<file path="src/rtl/egg_timer_pkg.sv">
// Shared constants and helpers for the egg timer: BCD digit width, per-digit limits
// and the clamp applied to out-of-range programmed digits.
package egg_timer_pkg;

  localparam int DIGIT_W = 4;

  localparam logic [DIGIT_W-1:0] SEC_MAX  = 4'd9;
  localparam logic [DIGIT_W-1:0] TSEC_MAX = 4'd5;
  localparam logic [DIGIT_W-1:0] MIN_MAX  = 4'd9;
  localparam logic [DIGIT_W-1:0] TMIN_MAX = 4'd9;

  function automatic logic [DIGIT_W-1:0] clamp_digit(input logic [DIGIT_W-1:0] v,
                                                     input logic [DIGIT_W-1:0] lim);
    return (v > lim) ? lim : v;
  endfunction

endpackage

</file>
<file path="src/rtl/egg_timer_if.sv">
// Settings/display bus of the egg timer core: keypad-side controls and programmed
// digits in, current digits, tick and done flag out.
interface egg_timer_if;
  import egg_timer_pkg::*;

  logic               main_enable;
  logic               load;
  logic               direction;
  logic [DIGIT_W-1:0] seconds_prog;
  logic [DIGIT_W-1:0] tens_seconds_prog;
  logic [DIGIT_W-1:0] minutes_prog;
  logic [DIGIT_W-1:0] tens_minutes_prog;
  logic [DIGIT_W-1:0] seconds;
  logic [DIGIT_W-1:0] tens_seconds;
  logic [DIGIT_W-1:0] minutes;
  logic [DIGIT_W-1:0] tens_minutes;
  logic               pulse;
  logic               done;

  modport master (
    output main_enable, load, direction,
           seconds_prog, tens_seconds_prog, minutes_prog, tens_minutes_prog,
    input  seconds, tens_seconds, minutes, tens_minutes, pulse, done
  );

  modport slave (
    input  main_enable, load, direction,
           seconds_prog, tens_seconds_prog, minutes_prog, tens_minutes_prog,
    output seconds, tens_seconds, minutes, tens_minutes, pulse, done
  );

endinterface

</file>
<file path="src/rtl/egg_timer_tick_divider.sv">
// Free-running divider: one registered single-cycle pulse every MAX_COUNT+1 clocks.
// clear restarts the period so the next pulse lands one full period later.
module tick_divider #(
  parameter int MAX_COUNT = 4_999_999,
  parameter int CTR_WIDTH = 23
) (
  input  logic clk,
  input  logic reset,
  input  logic clear,
  output logic pulse
);

  logic [CTR_WIDTH-1:0] cnt_q, cnt_d;
  logic                 pulse_q, pulse_d;

  always_comb begin
    cnt_d   = cnt_q + 1'b1;
    pulse_d = 1'b0;
    if (clear) begin
      cnt_d = '0;
    end else if (cnt_q == CTR_WIDTH'(MAX_COUNT)) begin
      cnt_d   = '0;
      pulse_d = 1'b1;
    end
  end

  always_ff @(posedge clk or negedge reset) begin
    if (!reset) begin
      cnt_q   <= '0;
      pulse_q <= 1'b0;
    end else begin
      cnt_q   <= cnt_d;
      pulse_q <= pulse_d;
    end
  end

  assign pulse = pulse_q;

endmodule

</file>
<file path="src/rtl/egg_timer_core.sv">
// MM:SS BCD timekeeper: four digit registers that load, count down or count up once per
// divider tick, saturating at 00:00 and 99:59.
module egg_timer_core
  import egg_timer_pkg::*;
#(
  parameter int MAX_COUNT = 4_999_999,
  parameter int CTR_WIDTH = 23
) (
  input  logic       clk,
  input  logic       reset,
  egg_timer_if.slave bus
);

  logic               pulse;
  logic               step;
  logic               all_zero, all_max;
  logic [DIGIT_W-1:0] sec_q, tsec_q, min_q, tmin_q;
  logic [DIGIT_W-1:0] sec_d, tsec_d, min_d, tmin_d;

  tick_divider #(.MAX_COUNT(MAX_COUNT), .CTR_WIDTH(CTR_WIDTH)) u_div (
    .clk   (clk),
    .reset (reset),
    .clear (bus.load),
    .pulse (pulse)
  );

  assign step     = pulse & bus.main_enable & ~bus.load;
  assign all_zero = (sec_q == '0) && (tsec_q == '0) && (min_q == '0) && (tmin_q == '0);
  assign all_max  = (sec_q == SEC_MAX) && (tsec_q == TSEC_MAX) &&
                    (min_q == MIN_MAX) && (tmin_q == TMIN_MAX);

  // Borrow/carry ripples only as far as the digit below wrapped; saturation blocks the step.
  always_comb begin
    sec_d  = sec_q;
    tsec_d = tsec_q;
    min_d  = min_q;
    tmin_d = tmin_q;
    if (bus.load) begin
      sec_d  = clamp_digit(bus.seconds_prog,      SEC_MAX);
      tsec_d = clamp_digit(bus.tens_seconds_prog, TSEC_MAX);
      min_d  = clamp_digit(bus.minutes_prog,      MIN_MAX);
      tmin_d = clamp_digit(bus.tens_minutes_prog, TMIN_MAX);
    end else if (step && !bus.direction && !all_zero) begin
      sec_d = (sec_q == '0) ? SEC_MAX : sec_q - 4'd1;
      if (sec_q == '0) begin
        tsec_d = (tsec_q == '0) ? TSEC_MAX : tsec_q - 4'd1;
        if (tsec_q == '0) begin
          min_d = (min_q == '0) ? MIN_MAX : min_q - 4'd1;
          if (min_q == '0) tmin_d = tmin_q - 4'd1;
        end
      end
    end else if (step && bus.direction && !all_max) begin
      sec_d = (sec_q == SEC_MAX) ? '0 : sec_q + 4'd1;
      if (sec_q == SEC_MAX) begin
        tsec_d = (tsec_q == TSEC_MAX) ? '0 : tsec_q + 4'd1;
        if (tsec_q == TSEC_MAX) begin
          min_d = (min_q == MIN_MAX) ? '0 : min_q + 4'd1;
          if (min_q == MIN_MAX) tmin_d = tmin_q + 4'd1;
        end
      end
    end
  end

  always_ff @(posedge clk or negedge reset) begin
    if (!reset) begin
      sec_q  <= '0;
      tsec_q <= '0;
      min_q  <= '0;
      tmin_q <= '0;
    end else begin
      sec_q  <= sec_d;
      tsec_q <= tsec_d;
      min_q  <= min_d;
      tmin_q <= tmin_d;
    end
  end

  assign bus.seconds      = sec_q;
  assign bus.tens_seconds = tsec_q;
  assign bus.minutes      = min_q;
  assign bus.tens_minutes = tmin_q;
  assign bus.pulse        = pulse;
  assign bus.done         = ~bus.direction & all_zero;

endmodule

</file>
<file path="src/flat_wrapper.sv">
// flat-port wrapper written by rule: the top's interface ports become plain ports
module egg_timer_core_flat import egg_timer_pkg::*;
#(
  parameter int MAX_COUNT = 4_999_999,
  parameter int CTR_WIDTH = 23
)
  (clk, reset, bus_main_enable, bus_load, bus_direction, bus_seconds_prog, bus_tens_seconds_prog, bus_minutes_prog, bus_tens_minutes_prog, bus_seconds, bus_tens_seconds, bus_minutes, bus_tens_minutes, bus_pulse, bus_done);
  egg_timer_if bus_i ();
  input  logic clk;
  input  logic reset;
  input wire logic [$bits(bus_i.main_enable)-1:0] bus_main_enable;
  input wire logic [$bits(bus_i.load)-1:0] bus_load;
  input wire logic [$bits(bus_i.direction)-1:0] bus_direction;
  input wire logic [$bits(bus_i.seconds_prog)-1:0] bus_seconds_prog;
  input wire logic [$bits(bus_i.tens_seconds_prog)-1:0] bus_tens_seconds_prog;
  input wire logic [$bits(bus_i.minutes_prog)-1:0] bus_minutes_prog;
  input wire logic [$bits(bus_i.tens_minutes_prog)-1:0] bus_tens_minutes_prog;
  output wire logic [$bits(bus_i.seconds)-1:0] bus_seconds;
  output wire logic [$bits(bus_i.tens_seconds)-1:0] bus_tens_seconds;
  output wire logic [$bits(bus_i.minutes)-1:0] bus_minutes;
  output wire logic [$bits(bus_i.tens_minutes)-1:0] bus_tens_minutes;
  output wire logic [$bits(bus_i.pulse)-1:0] bus_pulse;
  output wire logic [$bits(bus_i.done)-1:0] bus_done;
  assign bus_i.main_enable = bus_main_enable;
  assign bus_i.load = bus_load;
  assign bus_i.direction = bus_direction;
  assign bus_i.seconds_prog = bus_seconds_prog;
  assign bus_i.tens_seconds_prog = bus_tens_seconds_prog;
  assign bus_i.minutes_prog = bus_minutes_prog;
  assign bus_i.tens_minutes_prog = bus_tens_minutes_prog;
  assign bus_seconds = bus_i.seconds;
  assign bus_tens_seconds = bus_i.tens_seconds;
  assign bus_minutes = bus_i.minutes;
  assign bus_tens_minutes = bus_i.tens_minutes;
  assign bus_pulse = bus_i.pulse;
  assign bus_done = bus_i.done;
  egg_timer_core #(.MAX_COUNT(MAX_COUNT), .CTR_WIDTH(CTR_WIDTH)) u_core (.clk(clk), .reset(reset), .bus(bus_i));
endmodule
</file>
<file path="config.mk">
export PLATFORM = sky130hd
export DESIGN_NAME = egg_timer_core_flat
export DESIGN_NICKNAME = d
export VERILOG_FILES = /design/src/rtl/egg_timer_pkg.sv /design/src/rtl/egg_timer_if.sv /design/src/rtl/egg_timer_tick_divider.sv /design/src/rtl/egg_timer_core.sv /design/src/flat_wrapper.sv
export SDC_FILE = /design/constraint.sdc
export NUM_CORES = 1
export LEC_CHECK = 0
export CORE_ASPECT_RATIO = 0.7
export CORE_UTILIZATION = 30
export CTS_CLUSTER_DIAMETER = 60
export DETAILED_ROUTE_END_ITERATION = 12
export GPL_TIMING_DRIVEN = 0
export HOLD_SLACK_MARGIN = 0.02
export SETUP_SLACK_MARGIN = 0.05
export SLEW_MARGIN = 25
export SYNTH_ARGS = -nofsm -noshare
export SYNTH_HDL_FRONTEND = slang
export SYNTH_SLANG_ARGS = --single-unit
</file>
<file path="constraint.sdc">
create_clock -name clk -period 2.9 [get_ports clk]
set_input_delay 0.58 -clock clk [delete_from_list [all_inputs] [get_ports clk]]
set_output_delay 0.58 -clock clk [all_outputs]
set_load 0.02 [all_outputs]
</file>
==> results.yml <==
clocking:
  cts_root_buf: "clkbuf_16"
  cts_buffer_depth: 2
  cts.htree.levels: 2
  postCtsHoldBufs: 0
  clkSinkCount: 40
  numCtsBuffers: 5
  clk_pin_slew_ns: 0.06
  tritoncts: "done"
  worst_skew_pair.late_latency_ns: 0.28
global_route:
  antenna_found_initial: 0
  grtUsageTotal: 0.157
  grt_pass1_wl_um: 11300
  grt_max_degree: 29
  grt_overflow: 0
  grt_pass1_vias: 2167
worst_setup_path:
  crit_type: "primary input to flop"
  worstPathRequired_ns: 3.06
  start_kind: "primary input"
  regToRegSetupSlack_ns: 0.43
  cp_slowest_cell: "clkdlybuf4s50_1"
  arrival_ns: 2.72
  crit_path_max_fanout: 10
  end_kind: "flop"
  critical_path.cell_chain: "clkdlybuf4s50_1 -> nand2_1 -> nor3_4 -> nand2_1 -> buf_4 -> xnor2_1 -> ha_1 -> nor2_1 -> mux2i_1 -> nor4bb_1 -> nor3b_1"
  cp_common_cell: "nand2_1"
  cpPeakStageDelay_ns: 0.50
route:
  first_iter_violations: 136
  finalWirelength_um: 6860
  drc: 0
  drt_first_pass_iters: 4
  wl_met2_um: 2730
  ant_nets: 0
  vias_per_cell: 5.03
  vias: 2367
  wl_per_cell_um: 14.6
  met3WireLength_um: 254
  highest_layer: "met4"
  drt-met1-wl_um: 3850
timing:
  worst_pin_slew_ns: 0.617
  fmax_mhz: 390
  post-route-min-period_ns: 2.56
  tns_ns: 0
  fin_skew_ns: 0.00589
  drv_slew: 0
  hold_viol: 0
  rsz0062_at_grt: "no"
  maxSlewHeadroom: 0.585
  period_share: 0.884
  finalSetupViolCount: 0
logic_synthesis:
  synth_top_area_cell: "dfrtp_1"
  synth_top_area_share: 0.375
  async_reset_ff_frac: 1.00
  avgSynthCellArea_um2: 8.81
  syn_inst: 303
  synth_most_common_cell: "nor2_1"
  synth_flop_cell: "dfrtp_1"
  ys_top_cells_by_area: "dfrtp_1, nor2_1, nand2_1"
  ys_types: 65
  synth_area_um2: 2670
  synth-edff-count: 0
  ys_seq_area_frac: 0.375
  yosys_warnings: 0
  syn_nets: 326
  synth_seq_cells: 40
  synth_common_cells: "nor2_1, dfrtp_1, nand2_1"
power_and_ir_drop:
  p_leak_nw: 1.36
  ir_worst_vdd_mv: 0.276
  power_density_nw_per_um2: 533
place:
  placed_cell_area_um2: 3210
  dpl.hpwl_um: 5100
  gp_congestion: 0.804
  port_buffers: 37
layout:
  antennaDiodeCount: 0
  multi_input_area_um2: 1590
  fin_nets: 373
  regArea_um2: 1000
  final_area_um2: 3400
  post-route-util: 0.398
  drive_gt1_frac: 0.0969
  n_fill_cell: 879
  syn_to_final_growth_pct: 27.5
floorplanning:
  die_area_um2: 9290
  rows: 28
  die-width_um: 115
  ioPinCount: 39
  coreArea_um2: 8550
  die_y_um: 80.9
  start_util: 0.312
status:
  outcome: "completed"
job:
  max_cap_viol_count: 0
min_path:
  hold_class: "primary input to async pin"
[metrics by stage]
stage	cells	hold WS (ns)	power, mW	setup slack (ns)
2_1_floorplan	303	0.284	1.02	0.516
3_3_place_gp	460	0.505	1.23	-0.00882
3_5_place_dp	461	0.504	1.24	-0.0732
4_1_cts	470	0.206	1.83	0.117
5_1_grt	471	0.216	1.91	0.0888
6_report	471	0.194	1.81	0.337
[flip-flops by register name (all words and copies together) (netlist names)]
register / count
u_core.bus.minutes: 4
u_core.bus.seconds: 4
u_core.bus.tens_minutes: 4
u_core.bus.tens_seconds: 4
u_core.u_div.cnt_q: 23
u_core.u_div.pulse: 1
[metal layers]
metal  up-vias  track usage
met3         2       0.0299
met4         0       0.0351
met1      1126        0.250
met2        44        0.213
li1       1195            -
met5         -            0
[critical path: cells and delay by family]
kind,cells,cell delay (ns)
muxes,1,0.10
and+or+nand+nor,6,1.00
xor gates and xnor gates,1,0.13
adders and majority gates,1,0.19
buffers and inverters,2,0.72
[power breakdown]
group          internal, mW  total (mW)  switching, mW
Combinational         0.267       0.571          0.304
Clock                 0.343       0.559          0.217
Sequential            0.608       0.684         0.0761
Total                  1.22        1.81          0.596
[area by class of cell]
cell class	count	area share
timing repair buffer	40	0.118
buffer	17	0.0265
sequential	40	0.294
multi-input combinational	240	0.466
clock buffer	7	0.0419
tap	120	0.0441
inverter	6	0.00662
clock inverter	1	0.00221
[layout by cell type, fill, tap and decap left out, types with 4 or more instances in the layout]
| cell | synthesis | routed |
|---|---|---|
| nand3_1 | 11 | 11 |
| or3_1 | 6 | 6 |
| o21ai_0 | 9 | 9 |
| clkdlybuf4s50_1 | 0 | 35 |
| nor2_1 | 43 | 43 |
| and3_1 | 8 | 8 |
| mux2i_1 | 4 | 4 |
| inv_1 | 6 | 6 |
| a31oi_1 | 4 | 4 |
| a21oi_1 | 15 | 15 |
| buf_4 | 2 | 4 |
| xnor2_1 | 10 | 10 |
| nand2_1 | 33 | 33 |
| nor4bb_1 | 5 | 5 |
| dfrtp_1 | 40 | 40 |
| nor3_1 | 5 | 5 |
| clkbuf_1 | 10 | 11 |
| clkbuf_16 | 0 | 5 |
| nand4_1 | 5 | 5 |
| xor2_1 | 13 | 13 |
[what timing repair did]
item,CTS,global route
setup endpoints to repair,1,2
resized for setup,3,2
pin swaps,1,2
endpoints found under the hold margin,0,0
buffers inserted,1,1
[worst paths after layout]
path                                       start                    endpoint  cells past startpoint
setup / recovery                 bus_main_enable  u_core.bus.tens_minutes[2]                     11
max in group asynchronous                  reset      u_core.u_div.cnt_q[18]                      2
hold / removal                             reset       u_core.bus.seconds[2]                      1
min in group clk           u_core.u_div.cnt_q[0]       u_core.u_div.cnt_q[0]                      1
setup reg to reg           u_core.bus.minutes[1]  u_core.bus.tens_minutes[2]                     11
hold reg to reg            u_core.u_div.cnt_q[0]       u_core.u_div.cnt_q[0]                      1
[cells by family after synthesis]
logic type,Yosys count,share of synthesized area
xor+xnor,23,0.0754
simple gates,144,0.293
mux,7,0.0291
compound gates,64,0.176
flops,40,0.375
fa+ha+maj,2,0.00937
buf+inv,23,0.0422
No activity file was read; power rests on OpenSTA's default activity.
